### config.mk
export PLATFORM = sky130hd
export DESIGN_NAME = vc_pop_arbiter_flat
export DESIGN_NICKNAME = d
export VERILOG_FILES = /design/src/rtl/vc_pop_arbiter_pkg.sv /design/src/rtl/vc_pop_arbiter_if.sv /design/src/rtl/vc_pop_arbiter_pop_counter.sv /design/src/rtl/vc_pop_arbiter.sv /design/src/flat_wrapper.sv
export SDC_FILE = /design/constraint.sdc
export NUM_CORES = 1
export LEC_CHECK = 0
export CORE_ASPECT_RATIO = 1.2
export CORE_MARGIN = 8
export CORE_UTILIZATION = 35
export CTS_BUF_LIST = sky130_fd_sc_hd__clkbuf_16
export CTS_CLUSTER_SIZE = 10
export DETAILED_ROUTE_END_ITERATION = 10
export GPL_ROUTABILITY_DRIVEN = 0
export MAX_ROUTING_LAYER = met4
export PLACE_DENSITY_LB_ADDON = 0.2
export SYNTH_ARGS = -nofsm -noshare
export SYNTH_HDL_FRONTEND = slang
export SYNTH_SLANG_ARGS = --single-unit
export TNS_END_PERCENT = 5
### constraint.sdc
create_clock -name clk -period 1.8 [get_ports clk]
set_input_delay 0.18 -clock clk [delete_from_list [all_inputs] [get_ports clk]]
set_output_delay 0.18 -clock clk [all_outputs]
set_load 0.02 [all_outputs]
### src/rtl/vc_pop_arbiter_pkg.sv
// Shared definitions for the VC pop arbiter: state encodings, default
// parameter values, the debug view of the FSM and a saturating helper.
package vc_pop_arbiter_pkg;

  localparam int BW_DEF     = 4;
  localparam int WEIGHT_DEF = 4;
  localparam int CW_DEF     = 8;

  localparam logic [1:0] ST_IDLE   = 2'd0;
  localparam logic [1:0] ST_SERVE0 = 2'd1;
  localparam logic [1:0] ST_SERVE1 = 2'd2;

  // Internal FSM view exposed on the bus for observation.
  typedef struct packed {
    logic [1:0] state;
    logic [3:0] bcnt;
  } dbg_t;

  // Increment that stops at lim (burst counter never exceeds WEIGHT).
  function automatic logic [3:0] sat_inc(input logic [3:0] v, input logic [3:0] lim);
    return (v >= lim) ? lim : v + 4'd1;
  endfunction

endpackage

### src/rtl/vc_pop_arbiter_if.sv
// Bus between the two VC FIFOs / downstream and the pop arbiter.
//
// Handshake: vcX_rd is a pop strobe driven combinationally; it is only
// asserted while vcX_empty=0 and ds_almost_full=0, and at most one of the
// two is high in a cycle. The FIFO pops on the rising edge where vcX_rd=1,
// and vcX_data must already show the head word during that cycle.
// valid_out=1 marks the cycle after a pop, when data_out/active_vc carry
// the popped word and its source VC.
interface vc_pop_arbiter_if
  import vc_pop_arbiter_pkg::*;
#(
  parameter int BW = BW_DEF,
  parameter int CW = CW_DEF
);
  logic          vc0_empty;
  logic          vc1_empty;
  logic [BW-1:0] vc0_data;
  logic [BW-1:0] vc1_data;
  logic          ds_almost_full;
  logic          vc0_rd;
  logic          vc1_rd;
  logic [BW-1:0] data_out;
  logic          valid_out;
  logic          active_vc;
  logic [CW-1:0] pop_cnt0;
  logic [CW-1:0] pop_cnt1;
  dbg_t          dbg;

  modport master (
    input  vc0_empty, vc1_empty, vc0_data, vc1_data, ds_almost_full,
    output vc0_rd, vc1_rd, data_out, valid_out, active_vc,
    output pop_cnt0, pop_cnt1, dbg
  );

  modport slave (
    output vc0_empty, vc1_empty, vc0_data, vc1_data, ds_almost_full,
    input  vc0_rd, vc1_rd, data_out, valid_out, active_vc,
    input  pop_cnt0, pop_cnt1, dbg
  );
endinterface

### src/rtl/vc_pop_arbiter_pop_counter.sv
// Free-running per-VC pop counter; wraps silently at 2^CW.
module pop_counter #(
  parameter int CW = 8
) (
  input  logic          clk,
  input  logic          reset_L,
  input  logic          en,
  output logic [CW-1:0] count
);

  // Count one per enabled cycle, modulo 2^CW.
  always_ff @(posedge clk or negedge reset_L) begin
    if (!reset_L) count <= '0;
    else if (en)  count <= count + CW'(1);
  end

endmodule

### src/rtl/vc_pop_arbiter.sv
// Two-VC FIFO pop arbiter: VC0 has priority but yields to a waiting VC1
// after WEIGHT consecutive pops; popped words are registered to data_out.
module vc_pop_arbiter
  import vc_pop_arbiter_pkg::*;
#(
  parameter int BW     = BW_DEF,
  parameter int WEIGHT = WEIGHT_DEF,
  parameter int CW     = CW_DEF
) (
  input  logic             clk,
  input  logic             reset_L,
  vc_pop_arbiter_if.master bus
);

  localparam logic [3:0] WLIM = 4'(WEIGHT);

  logic [1:0]    state, state_nx;
  logic [3:0]    bcnt, bcnt_nx;
  logic          pop0, pop1;
  logic [CW-1:0] cnt0, cnt1;
  logic [BW-1:0] data_q;

  // Pop decision and next state; nothing moves under backpressure or reset.
  always_comb begin
    pop0     = 1'b0;
    pop1     = 1'b0;
    state_nx = state;
    bcnt_nx  = bcnt;
    if (reset_L && !bus.ds_almost_full) begin
      case (state)
        ST_IDLE: begin
          if (!bus.vc0_empty) begin
            pop0 = 1'b1; state_nx = ST_SERVE0; bcnt_nx = 4'd1;
          end else if (!bus.vc1_empty) begin
            pop1 = 1'b1; state_nx = ST_SERVE1; bcnt_nx = 4'd0;
          end
        end
        ST_SERVE0: begin
          if (!bus.vc0_empty && ((bcnt < WLIM) || bus.vc1_empty)) begin
            pop0 = 1'b1; bcnt_nx = sat_inc(bcnt, WLIM);
          end else if (!bus.vc1_empty) begin
            pop1 = 1'b1; state_nx = ST_SERVE1; bcnt_nx = 4'd0;
          end else begin
            state_nx = ST_IDLE; bcnt_nx = 4'd0;
          end
        end
        ST_SERVE1: begin
          if (!bus.vc0_empty) begin
            pop0 = 1'b1; state_nx = ST_SERVE0; bcnt_nx = 4'd1;
          end else if (!bus.vc1_empty) begin
            pop1 = 1'b1; bcnt_nx = 4'd0;
          end else begin
            state_nx = ST_IDLE; bcnt_nx = 4'd0;
          end
        end
        default: begin
          state_nx = ST_IDLE; bcnt_nx = 4'd0;
        end
      endcase
    end
  end

  // FSM state and burst counter.
  always_ff @(posedge clk or negedge reset_L) begin
    if (!reset_L) begin
      state <= ST_IDLE;
      bcnt  <= 4'd0;
    end else begin
      state <= state_nx;
      bcnt  <= bcnt_nx;
    end
  end

  // Capture the popped word; idle cycles drop valid and hold the rest.
  always_ff @(posedge clk or negedge reset_L) begin
    if (!reset_L) begin
      data_q        <= '0;
      bus.valid_out <= 1'b0;
      bus.active_vc <= 1'b0;
    end else if (pop0) begin
      data_q        <= bus.vc0_data;
      bus.valid_out <= 1'b1;
      bus.active_vc <= 1'b0;
    end else if (pop1) begin
      data_q        <= bus.vc1_data;
      bus.valid_out <= 1'b1;
      bus.active_vc <= 1'b1;
    end else begin
      bus.valid_out <= 1'b0;
    end
  end

  pop_counter #(.CW(CW)) u_cnt0 (.clk(clk), .reset_L(reset_L), .en(pop0), .count(cnt0));
  pop_counter #(.CW(CW)) u_cnt1 (.clk(clk), .reset_L(reset_L), .en(pop1), .count(cnt1));

  assign bus.vc0_rd     = pop0;
  assign bus.vc1_rd     = pop1;
  assign bus.data_out   = data_q;
  assign bus.pop_cnt0   = cnt0;
  assign bus.pop_cnt1   = cnt1;
  assign bus.dbg.state  = state;
  assign bus.dbg.bcnt   = bcnt;

endmodule
### src/flat_wrapper.sv
// flat-port wrapper written by rule: the top's interface ports become plain ports
module vc_pop_arbiter_flat import vc_pop_arbiter_pkg::*;
#(
  parameter int BW     = BW_DEF,
  parameter int WEIGHT = WEIGHT_DEF,
  parameter int CW     = CW_DEF
)
  (clk, reset_L, bus_vc0_empty, bus_vc1_empty, bus_vc0_data, bus_vc1_data, bus_ds_almost_full, bus_vc0_rd, bus_vc1_rd, bus_data_out, bus_valid_out, bus_active_vc, bus_pop_cnt0, bus_pop_cnt1, bus_dbg);
  vc_pop_arbiter_if #(.BW(BW), .CW(CW)) bus_i ();
  input  logic clk;
  input  logic reset_L;
  input wire logic [$bits(bus_i.vc0_empty)-1:0] bus_vc0_empty;
  input wire logic [$bits(bus_i.vc1_empty)-1:0] bus_vc1_empty;
  input wire logic [$bits(bus_i.vc0_data)-1:0] bus_vc0_data;
  input wire logic [$bits(bus_i.vc1_data)-1:0] bus_vc1_data;
  input wire logic [$bits(bus_i.ds_almost_full)-1:0] bus_ds_almost_full;
  output wire logic [$bits(bus_i.vc0_rd)-1:0] bus_vc0_rd;
  output wire logic [$bits(bus_i.vc1_rd)-1:0] bus_vc1_rd;
  output wire logic [$bits(bus_i.data_out)-1:0] bus_data_out;
  output wire logic [$bits(bus_i.valid_out)-1:0] bus_valid_out;
  output wire logic [$bits(bus_i.active_vc)-1:0] bus_active_vc;
  output wire logic [$bits(bus_i.pop_cnt0)-1:0] bus_pop_cnt0;
  output wire logic [$bits(bus_i.pop_cnt1)-1:0] bus_pop_cnt1;
  output wire logic [$bits(bus_i.dbg)-1:0] bus_dbg;
  assign bus_i.vc0_empty = bus_vc0_empty;
  assign bus_i.vc1_empty = bus_vc1_empty;
  assign bus_i.vc0_data = bus_vc0_data;
  assign bus_i.vc1_data = bus_vc1_data;
  assign bus_i.ds_almost_full = bus_ds_almost_full;
  assign bus_vc0_rd = bus_i.vc0_rd;
  assign bus_vc1_rd = bus_i.vc1_rd;
  assign bus_data_out = bus_i.data_out;
  assign bus_valid_out = bus_i.valid_out;
  assign bus_active_vc = bus_i.active_vc;
  assign bus_pop_cnt0 = bus_i.pop_cnt0;
  assign bus_pop_cnt1 = bus_i.pop_cnt1;
  assign bus_dbg = bus_i.dbg;
  vc_pop_arbiter #(.BW(BW), .WEIGHT(WEIGHT), .CW(CW)) u_core (.clk(clk), .reset_L(reset_L), .bus(bus_i));
endmodule
### Yosys cells after proc, flatten, opt, wreduce, memory -nomap -nowiden

Cells that the tools add are included.

| word-level totals | value |
|---|---|
| register bits | 28 |
| logic and storage cells | 55 |

| cells by class | value |
|---|---|
| add/sub/neg operators | 3 |
| magnitude comparators | 2 |
| equality and inequality tests | 5 |
| mux-type cells | 28 |
| reductions and logical operators | 10 |

Operators with widths:

| operator | count |
|---|---|
| $mux 4 | 6 |
| $add 8x1->8 const B | 2 |
| $mux 1 | 12 |
| $mux 2 | 6 |
| $pmux 4 s3 | 1 |
| $ne 3x3->1 const B | 2 |
| $pmux 2 s3 | 1 |
| $add 4x1->4 const B | 1 |
| $ge 4x3->1 const B | 1 |
| $lt 4x3->1 const B | 1 |
| $pmux 1 s2 | 2 |
| $reduce_and 4->1 | 1 |
| $eq 2x1->1 const B | 1 |
| $eq 2x2->1 const B | 1 |
| $logic_and 1x1->1 | 2 |
| $logic_not 1->1 | 2 |
| $logic_not 2->1 | 1 |
| $ne 2x2->1 const B | 1 |
| $reduce_and 2->1 | 1 |
| $reduce_bool 2->1 | 1 |
| $reduce_or 2->1 | 1 |
| $logic_or 1x1->1 | 1 |

### Logic depth before layout (Yosys ltp)

Gate-level depths: netlist of run 1.

| depth | value |
|---|---|
| depth after elaboration | 8 |
| mapped depth | 5 |
| depth with buffers taken out | 4 |

### Modules after synthesis

Synthesis of run 1 repeated with hierarchy kept, for this count alone.

| second synthesis, totals | value |
|---|---|
| cell total of the unflattened synthesis | 115 |
| area, all modules | 1346.3 sq um |

By module, submodules not included:

| module | instances | cells each | area an instance (sq um) |
|---|---|---|---|
| pop_counter | 2 | 26 | 337.8 |
| vc_pop_arbiter | 1 | 63 | 670.6 |

### Least setup slack after synthesis of run 1

Ideal clock, no wire load.

| timing | value |
|---|---|
| kind | reg2reg |
| from | register u_core.bcnt[2] |
| to | register u_core.u_cnt0.count[7] |
| library setup time | 129 ps |
| arrival | 1630 ps |
| setup slack | 41 ps |
| stages on the path, launching flop included | 6 |
| buffers on the path | 1 |
| period minus slack after synthesis | 1759 ps |
| path through | dfrtp_1 > or2_1 > a2111oi_4 > buf_6 > nand3_4 > xnor2_2 |

| between the ends | value |
|---|---|
| longest elaborated chain between the ends | 6 |

Ends and longest elaborated chain:

| what | line | source |
|---|---|---|
| start, declared | vc_pop_arbiter.sv:18 | `logic [3:0] bcnt, bcnt_nx;` |
| start signal, assigned | vc_pop_arbiter.sv:70 | `bcnt <= bcnt_nx;` |
| $lt 4x3->1 | vc_pop_arbiter.sv:39 | `if (!bus.vc0_empty && ((bcnt < WLIM) \|\| bus.vc1_empty)) begin` |
| $logic_or 1x1->1 | vc_pop_arbiter.sv:39 |  |
| $logic_and 1x1->1 | vc_pop_arbiter.sv:39 |  |
| $mux 1 | vc_pop_arbiter.sv:39 |  |
| $pmux 1 s2 | vc_pop_arbiter.sv:30 | `case (state)` |
| $mux 1 | vc_pop_arbiter.sv:29 | `if (reset_L && !bus.ds_almost_full) begin` |
| via bus_vc0_rd | flat_wrapper.sv:17 | `output wire logic [$bits(bus_i.vc0_rd)-1:0] bus_vc0_rd;` |
| end signal, assigned | vc_pop_arbiter_pop_counter.sv:14 | `else if (en) count <= count + CW'(1);` |
| end, declared | vc_pop_arbiter_pop_counter.sv:8 | `output logic [CW-1:0] count` |

The timed path passes the listed nets, and every way through them passes these cells.
A chain may end at the register's enable or synchronous reset.

### Final worst setup path of run 1

| timing | value |
|---|---|
| from | register u_core.bcnt[2] |
| to | register u_core.u_cnt0.count[1] |

| between the ends | value |
|---|---|
| longest elaborated chain between the ends | 6 |

Ends and longest elaborated chain:

| what | line |
|---|---|
| $lt 4x3->1 | vc_pop_arbiter.sv:39 |
| $logic_or 1x1->1 | vc_pop_arbiter.sv:39 |
| $logic_and 1x1->1 | vc_pop_arbiter.sv:39 |
| $mux 1 | vc_pop_arbiter.sv:39 |
| $pmux 1 s2 | vc_pop_arbiter.sv:30 |
| $mux 1 | vc_pop_arbiter.sv:29 |

No other way between the ends.

==> reports/results.ini, run 1 <==
[setup_path]
slowest_delay_ns=0.40
path_cells=or2_1 -> a2111oi_4 -> buf_6 -> mux2_2
startpoint_type=flip-flop
worstPathRequired_ns=1.94
cp_slowest_cell=dfrtp_1
cp-end-kind=flip-flop
crit_arrival_ns=1.86
cp_max_fo=13
timing_worst_setup_path_type=flip-flop to flip-flop

[global_route]
overflow=0
grt_pass1_wl_mm=5.63
grt_pass1_vias=1141
grt_usage_pct=11.8
antenna_found_initial=0
grt_max_degree=29

[yosys]
netlist_area_sq_um=1400
synth_top_area_share_pct=49.9
synth_area_leader_cell=dfrtp_1
synth_fp_nets=130
synth.avg_cell_area_sq_um=12.3
netlist_instances=114
yosysWarningCount=0
synth-seq-cells=28
ys_top_cells_by_area=dfrtp_1 50%, xnor2_2 5.8%, xnor2_1 4.4%
synth_cell_types=34
seq_area_frac_synth_pct=49.9

[clocking]
clockBufferDepth=2
numCtsBuffers=3
htreeDepth=1
cts_tree=yes
cts.sinks=28
clkTransAtPathRegs_ns=0.06
cts_root_buffer=clkbuf_16
clk_latency_ns=0.26

[cells_and_area]
drive_above_1_share_pct=24.7
final_util_pct=53.4
diodes=0
num-fill-cells=345
syn_to_final_growth_pct=48.8
final_common_cell=clkdlybuf4s50_1
mostFrequentLayoutCells=40 x clkdlybuf4s50_1, 27 x dfrtp_1, 16 x buf_4, 7 x xnor2_1, 7 x o21ai_0
stdcell_area_sq_um=2090
nNetsFinal=192

[power]
leakage_nw=0.914
power.density_nw_per_um2=1040
power.total_mw=2.17
ir_drop_mv=0.640

[sta]
finalHoldViolCount=0
finalCritPeriodShare_pct=95.5
setup_viol=0
fmax_mhz=582
tightest_slew_ns=0.364
tns_ns=0
rsz0062_at_grt=no
fin_skew_ns=0.00142
slew-limit-headroom_pct=75.7
finalCriticalPeriod_ns=1.72
slew_violations=0

[placed_design]
dp_hpwl_mm=2.50
io_buffers=42
placed_area_sq_um=1960

[drt]
ant_nets=0
wl_met2_mm=1.63
post_drt_via_cell_ratio=4.66
route.met3.wl_um=231
firstDrtPassIters=4
vias=1062
drt_drc_violations_left=0
wirelength_mm=3.27
highest_layer=met4
drt_iter0_drc=41
wl_per_cell_um=14.4
m1WireLength_mm=1.37

[floorplanning]
initial_core_util_pct=35.9
die_x_um=73.8
num_rows=25
num_io_pins=43
die-area_sq_um=6300
core_area_sq_um=3910
fp.dieH_um=85.4

[status]
outcome=complete, no violations

[job]
maxCapViolations=0

[hold_path]
hold_class=input port to async pin

## power breakdown
part / switching (mW) / total (mW) / internal [mW]
clock: 0.195 / 0.489 / 0.294
sequential: 0.162 / 0.919 / 0.757
combinational: 0.365 / 0.762 / 0.397
total: 0.722 / 2.17 / 1.45
## layer usage
layer  vias up  GRT usage (%)
met4         0           4.37
met1       509           12.8
met5         -              -
met2        27           19.1
met3         5           4.48
li1        521              -
## worst max-delay path: cells and delay by family (launching register included)
kind / cells / cell delay [ns]
AOI/OAI and AO/OA: 1 / 0.36
and+or+nand+nor: 1 / 0.29
DFF: 1 / 0.40
muxes: 1 / 0.34
buffers and inverters: 1 / 0.21
## state kept, by name, indices dropped and copies added (netlist names)
name / flops
u_core.bcnt: 4
u_core.state: 2
u_core.bus.valid_out: 1
u_core.u_cnt1.count: 8
u_core.bus.data_out: 4
u_core.u_cnt0.count: 8
u_core.bus.active_vc: 1
## metrics by stage
stage	setup WS (ns)	hold WS, ns	instances
final	0.0817	0.351	228
after global routing	0.0213	0.425	228
after floorplan	0.0411	-0.116	114
after CTS	0.00695	0.383	222
after global placement	-0.242	0.465	219
after detailed placement	-0.239	0.462	219
## final timing paths
kind | start | end | slack (ns) | cells past startpoint
worst max-delay path | u_core.bcnt[2] | u_core.u_cnt0.count[1] | 0.08 | 4
worst min-delay path | reset_L | u_core.bcnt[1] | 0.35 | 2
worst max register to register | u_core.bcnt[2] | u_core.u_cnt0.count[1] | 0.08 | 4
worst min register to register | u_core.u_cnt1.count[7] | u_core.u_cnt1.count[7] | 0.47 | 1
max in group asynchronous | reset_L | u_core.state[0] | 1.16 | 2
min in group clk | u_core.u_cnt1.count[7] | u_core.u_cnt1.count[7] | 0.47 | 1
## logic make-up (layout without fill, tap and decap cells)
family,after synthesis,count (layout),synth area share (%)
simple gates,38,38,18.3
flops,28,28,49.9
compound gates,20,20,12.7
xor+xnor,14,14,11.4
buf+inv,9,69,3.48
fa+ha+maj,3,3,2.67
mux,2,2,1.60
## area by class of cell
class | instances | area (sq um) | area share, %
clock buffers | 3 | 75.1 | 3.59
inverters | 6 | 22.5 | 1.08
multi-input cells | 77 | 654 | 31.3
repair buffers | 60 | 568 | 27.2
flip-flops and latches | 28 | 702 | 33.6
well taps | 54 | 67.6 | 3.23
## Yosys cell counts (all sizes together)
cell / number
nor2: 6
nand4: 6
nand2b: 1
nor2b: 1
a22oi: 4
nor3: 1
o22a: 1
and4: 1
ha: 3
a211o: 1
o31ai: 1
a2111oi: 2
a21o: 1
and4bb: 1
nand3: 5
o2111a: 1
xnor2: 12
clkbuf: 1
mux2: 2
and3: 3
nand2: 5
and2: 5
xor2: 2
or2: 3
dfrtp: 28
o21ai: 9
buf: 2
inv: 6
## repair_timing
| action | 4_1_cts | 5_1_grt |
|---|---|---|
| resized for setup | 9 | 3 |
| hold endpoints to repair | 0 | 0 |
| hold buffers | 0 | 0 |
| setup endpoints to repair | 4 | 10 |
| pin swaps | 1 | 0 |
| setup buffers | 0 | 6 |
Power figures use the tool's default switching activity.
==> run 2, diff against run 1 <==
--- a/config.mk
+++ b/config.mk
@@ -11,9 +11,12 @@
 export CTS_BUF_LIST = sky130_fd_sc_hd__clkbuf_16
 export CTS_CLUSTER_SIZE = 10
 export DETAILED_ROUTE_END_ITERATION = 10
+export DONT_BUFFER_PORTS = 1
 export GPL_ROUTABILITY_DRIVEN = 0
 export MAX_ROUTING_LAYER = met4
 export PLACE_DENSITY_LB_ADDON = 0.2
+export SKIP_LAST_GASP = 1
+export SLEW_MARGIN = 20
 export SYNTH_ARGS = -nofsm -noshare
 export SYNTH_HDL_FRONTEND = slang
 export SYNTH_SLANG_ARGS = --single-unit
==> run 2 against run 1 <==
- global-route usage down 1.5 points
- non-clock buffer count down 48
- utilization down 11 points
- sequential power up 19%
- first-iteration DRC count up 15%
- design area down 21%
- die area unchanged
- via count down 15%
- total power down 13%
- combinational power down 59%
- count of clock-buffer cells in the layout unchanged
- largest cell class unchanged
==> reports/results.ini, run 2 (synthesis gave the netlist of run 1 again) <==
[clocking]
clkTransAtPathRegs_ns=0.06
numCtsBuffers=3
clockBufferDepth=2
cts_tree=yes
clk_latency_ns=0.26
cts_root_buffer=clkbuf_16
htreeDepth=1
cts.sinks=28

[floorplanning]
num_io_pins=43
die_x_um=73.8
initial_core_util_pct=35.9
fp.dieH_um=85.4
core_area_sq_um=3910
num_rows=25
die-area_sq_um=6300

[global_route]
grt_max_degree=29
grt_pass1_wl_mm=4.93
antenna_found_initial=0
grt_pass1_vias=964
overflow=0
grt_usage_pct=10.3

[sta]
tns_ns=0
timing.hold.ws_ns=0.0191
finalHoldViolCount=0
rsz0062_at_grt=yes
slew-limit-headroom_pct=75.0
setup_viol=0
fmax_mhz=574
finalCriticalPeriod_ns=1.74
finalCritPeriodShare_pct=96.9
fin_skew_ns=0.00206
tightest_slew_ns=0.376
setup_ws_ns=0.0564
slew_violations=0

[power]
leakage_nw=0.731
power.density_nw_per_um2=1140
power.total_mw=1.89
ir_drop_mv=0.645

[drt]
drt_drc_violations_left=0
firstDrtPassIters=4
post_drt_via_cell_ratio=5.02
drt_iter0_drc=47
wl_per_cell_um=16.7
ant_nets=0
wirelength_mm=3.00
vias=904

[job]
maxCapViolations=0

[setup_path]
slowest_delay_ns=0.40
path_cells=or2_4 -> a2111oi_4 -> buf_12 -> buf_4
path_delay_family=flip-flops
crit_arrival_ns=1.56
crit_buf_inv=2
cp_max_fo=4
startpoint_type=flip-flop
cp_slowest_cell=dfrtp_1
cp-end-kind=output port
worstPathRequired_ns=1.62
timing_worst_setup_path_type=flip-flop to output port

[cells_and_area]
diodes=0
mostFrequentLayoutCells=27 x dfrtp_1, 8 x buf_4, 7 x xnor2_1, 7 x o21ai_0
syn_to_final_growth_pct=17.8
final_util_pct=42.3
final_common_cell=dfrtp_1
drive_above_1_share_pct=27.8
nNetsFinal=144
stdcell_area_sq_um=1650
final_cells=180
reg_top3=u_core.u_cnt0.count: 8 flops, u_core.u_cnt1.count: 8 flops

[placed_design]
dp.cells=173
io_buffers=0
dp_hpwl_mm=2.25
dp_slack_ns=0.0957
placed_area_sq_um=1530

[status]
outcome=complete, no violations

[hold_path]
hold_class=input port to flip-flop

## run 2: final cells by class
type	count	area (sq um)
inverters	6	22.5
fillers	363	2260
well taps	54	67.6
repair buffers	12	130
flip-flops and latches	28	702
clock buffers	3	75.1
multi-input cells	77	657
## run 2: path summary, 6_finish.rpt
check,slack (ns),startpoint,cells past startpoint,to
max in group asynchronous,1.27,reset_L,2,u_core.state[0]
min,0.02,bus_vc0_empty,1,u_core.bcnt[0]
max reg2reg,0.07,u_core.bcnt[2],6,u_core.u_cnt0.count[4]
max,0.06,u_core.bcnt[2],4,bus_vc0_rd
min in group asynchronous,0.36,reset_L,2,u_core.bcnt[1]
min reg2reg,0.56,u_core.state[0],1,u_core.state[0]
## run 2: metal layers
| layer | routed length, um | GRT usage, % |
|---|---|---|
| met1 | 1160 | 10.7 |
| met2 | 1500 | 16.6 |
| met3 | 299 | 4.25 |
| met4 | 37 | 4.37 |
| met5 | 0 | - |
## run 2: what timing repair did
| action | in CTS | in global routing |
|---|---|---|
| endpoints found under the setup margin | 1 | 8 |
| hold buffers | 2 | 0 |
| endpoints found under the hold margin | 28 | 0 |
| pin swaps | 0 | 1 |
| setup buffers | 2 | 0 |
| gates resized for setup | 0 | 2 |
## run 2: power breakdown
group	internal [mW]	leakage [nW]	total (mW)	switching [mW]
Combinational	0.166	0.330	0.312	0.147
Clock	0.295	0.0370	0.496	0.201
Sequential	0.754	0.365	1.09	0.331
Total	1.21	0.731	1.89	0.679
## run 2: worst reg2reg max path, stage by stage, from the launching register on
cell and delay, ns:
dfrtp_1 0.40, or2_4 0.27, a2111oi_4 0.35, buf_12 0.15, buf_4 0.15, nand4_1 0.12
xnor2_1 0.16
==> run 3, diff against run 2 <==
--- a/config.mk
+++ b/config.mk
@@ -15,6 +15,7 @@
 export GPL_ROUTABILITY_DRIVEN = 0
 export MAX_ROUTING_LAYER = met4
 export PLACE_DENSITY_LB_ADDON = 0.2
+export SETUP_SLACK_MARGIN = 0.4
 export SKIP_LAST_GASP = 1
 export SLEW_MARGIN = 20
 export SYNTH_ARGS = -nofsm -noshare
==> run 3 against run 2 <==
- sequential share of layout area decreased by 0.95 points
- clock skew increased by 0.0018 ns
- wire length increased by 0.53%
- die area unchanged
- via count increased by 2.0%
- combinational power increased by 18%
- sequential power decreased by 4%
- highest routed layer unchanged
- first-iteration DRC count decreased by 70%
- count of clock-buffer cells in the layout unchanged
- flip-flop and latch count unchanged
- non-clock buffer count increased by 4
==> reports/results.ini, run 3 (synthesis gave the netlist of run 1 again) <==
[job]
maxCapViolations=0

[sta]
finalCritPeriodShare_pct=94.2
finalCriticalPeriod_ns=1.70
timing.hold.ws_ns=0.0179
setup_viol=0
tns_ns=0
finalHoldViolCount=0
tightest_slew_ns=0.383
slew-limit-headroom_pct=74.4
fmax_mhz=590
fin_skew_ns=0.00382
slew_violations=0
setup_ws_ns=0.104
rsz0062_at_grt=yes

[clocking]
clockBufferDepth=2
clkTransAtPathRegs_ns=0.07
cts.sinks=28
numCtsBuffers=3
clk_latency_ns=0.26
cts_tree=yes
cts_root_buffer=clkbuf_16
htreeDepth=1

[setup_path]
worstPathRequired_ns=1.62
cp-end-kind=output port
crit_arrival_ns=1.52
startpoint_type=flip-flop
cp_max_fo=5
timing_worst_setup_path_type=flip-flop to output port

[power]
power_frac_clock_pct=25.9
cellInternalPower_mw=1.23
power.total_mw=1.92
ir_drop_mv=0.633
power.density_nw_per_um2=1140
leakage_nw=0.756
share_comb_of_total_power_pct=19.2
power_frac_seq_pct=54.9
netSwitchingPower_mw=0.686
p_sw_share_pct=35.7

[cells_and_area]
final_common_cell=dfrtp_1
reg_top3=u_core.u_cnt0.count: 8 flops, u_core.u_cnt1.count: 8 flops
diodes=0
mostFrequentLayoutCells=28 x dfrtp_1, 11 x buf_4, 7 x xnor2_1, 7 x o21ai_0
final_cells=184
nNetsFinal=148
syn_to_final_growth_pct=20.3
stdcell_area_sq_um=1690
drive_above_1_share_pct=30.0
final_util_pct=43.2

[floorplanning]
fp.dieH_um=85.4
die_x_um=73.8
num_rows=25
num_io_pins=43
initial_core_util_pct=35.9
die-area_sq_um=6300
core_area_sq_um=3910

[placed_design]
dp.cells=174
dp_slack_ns=0.121
dp_hpwl_mm=2.22
placed_area_sq_um=1540
io_buffers=0

[global_route]
grt_max_degree=29
grt_usage_pct=10.9
antenna_found_initial=0
grt_pass1_vias=1011
grt_pass1_wl_mm=5.13
overflow=0

[drt]
wirelength_mm=3.02
vias=922
wl_per_cell_um=16.4
firstDrtPassIters=4
drt_iter0_drc=14
post_drt_via_cell_ratio=5.01
drt_drc_violations_left=0
ant_nets=0

[hold_path]
hold_class=input port to flip-flop

[status]
outcome=complete, no violations

[run 3: cell count changes in the layout (fill, tap and decap cells not counted)]
cell     previous run  this run
and2_1              5         4
and2_4              0         1
buf_4               8        11
buf_6               0         1
dfrtp_1            27        28
dfrtp_2             1         0
[run 3: worst paths after layout]
kind	from	end	slack, ns	cells past startpoint
setup / recovery	u_core.state[0]	bus_vc0_rd	0.10	4
hold / removal	bus_vc0_empty	u_core.bcnt[0]	0.02	1
setup reg to reg	u_core.state[0]	u_core.u_cnt0.count[1]	0.11	5
hold reg to reg	u_core.state[0]	u_core.state[0]	0.57	1
max in group asynchronous	reset_L	u_core.state[0]	1.28	2
min in group asynchronous	reset_L	u_core.bcnt[1]	0.35	2
[run 3: final cells by class]
type | instances | area (sq um)
fillers | 368 | 2220
flip-flops and latches | 28 | 701
multi-input cells | 77 | 659
repair buffers | 16 | 164
clock buffers | 3 | 75.1
well taps | 54 | 67.6
inverters | 6 | 22.5
[run 3: routing by layer]
layer	share of wire [%]	GRT usage, %	vias up
met1	40	12.2	449
met4	2.1	5.46	0
met2	48	16.5	30
met5	0	-	-
li1	-	-	437
met3	9.3	4.01	6
[run 3: worst max-delay path, stage by stage, from the launching register on]
cell and delay [ns]:
dfrtp_1 0.42, nor2b_2 0.19, a2111oi_4 0.39, buf_12 0.15
buf_6 0.11
[run 3: power groups by stage]
stage               Combinational, mW  Clock (mW)  Sequential (mW)
finish                          0.368       0.498             1.05
global route                    0.416       0.534             1.08
CTS                             0.375       0.518             1.06
detailed placement              0.343           0             1.07
global placement                0.337           0             1.07
floorplan                       0.223           0             1.06
[run 3: repair_timing]
item / 4_1_cts / 5_1_grt
setup endpoints to repair: 25 / 29
endpoints found under the hold margin: 28 / 0
hold buffers: 2 / 0
pin swaps: 1 / 1
gates resized for setup: 2 / 2
cloned: 0 / 0
buffers inserted: 5 / 0
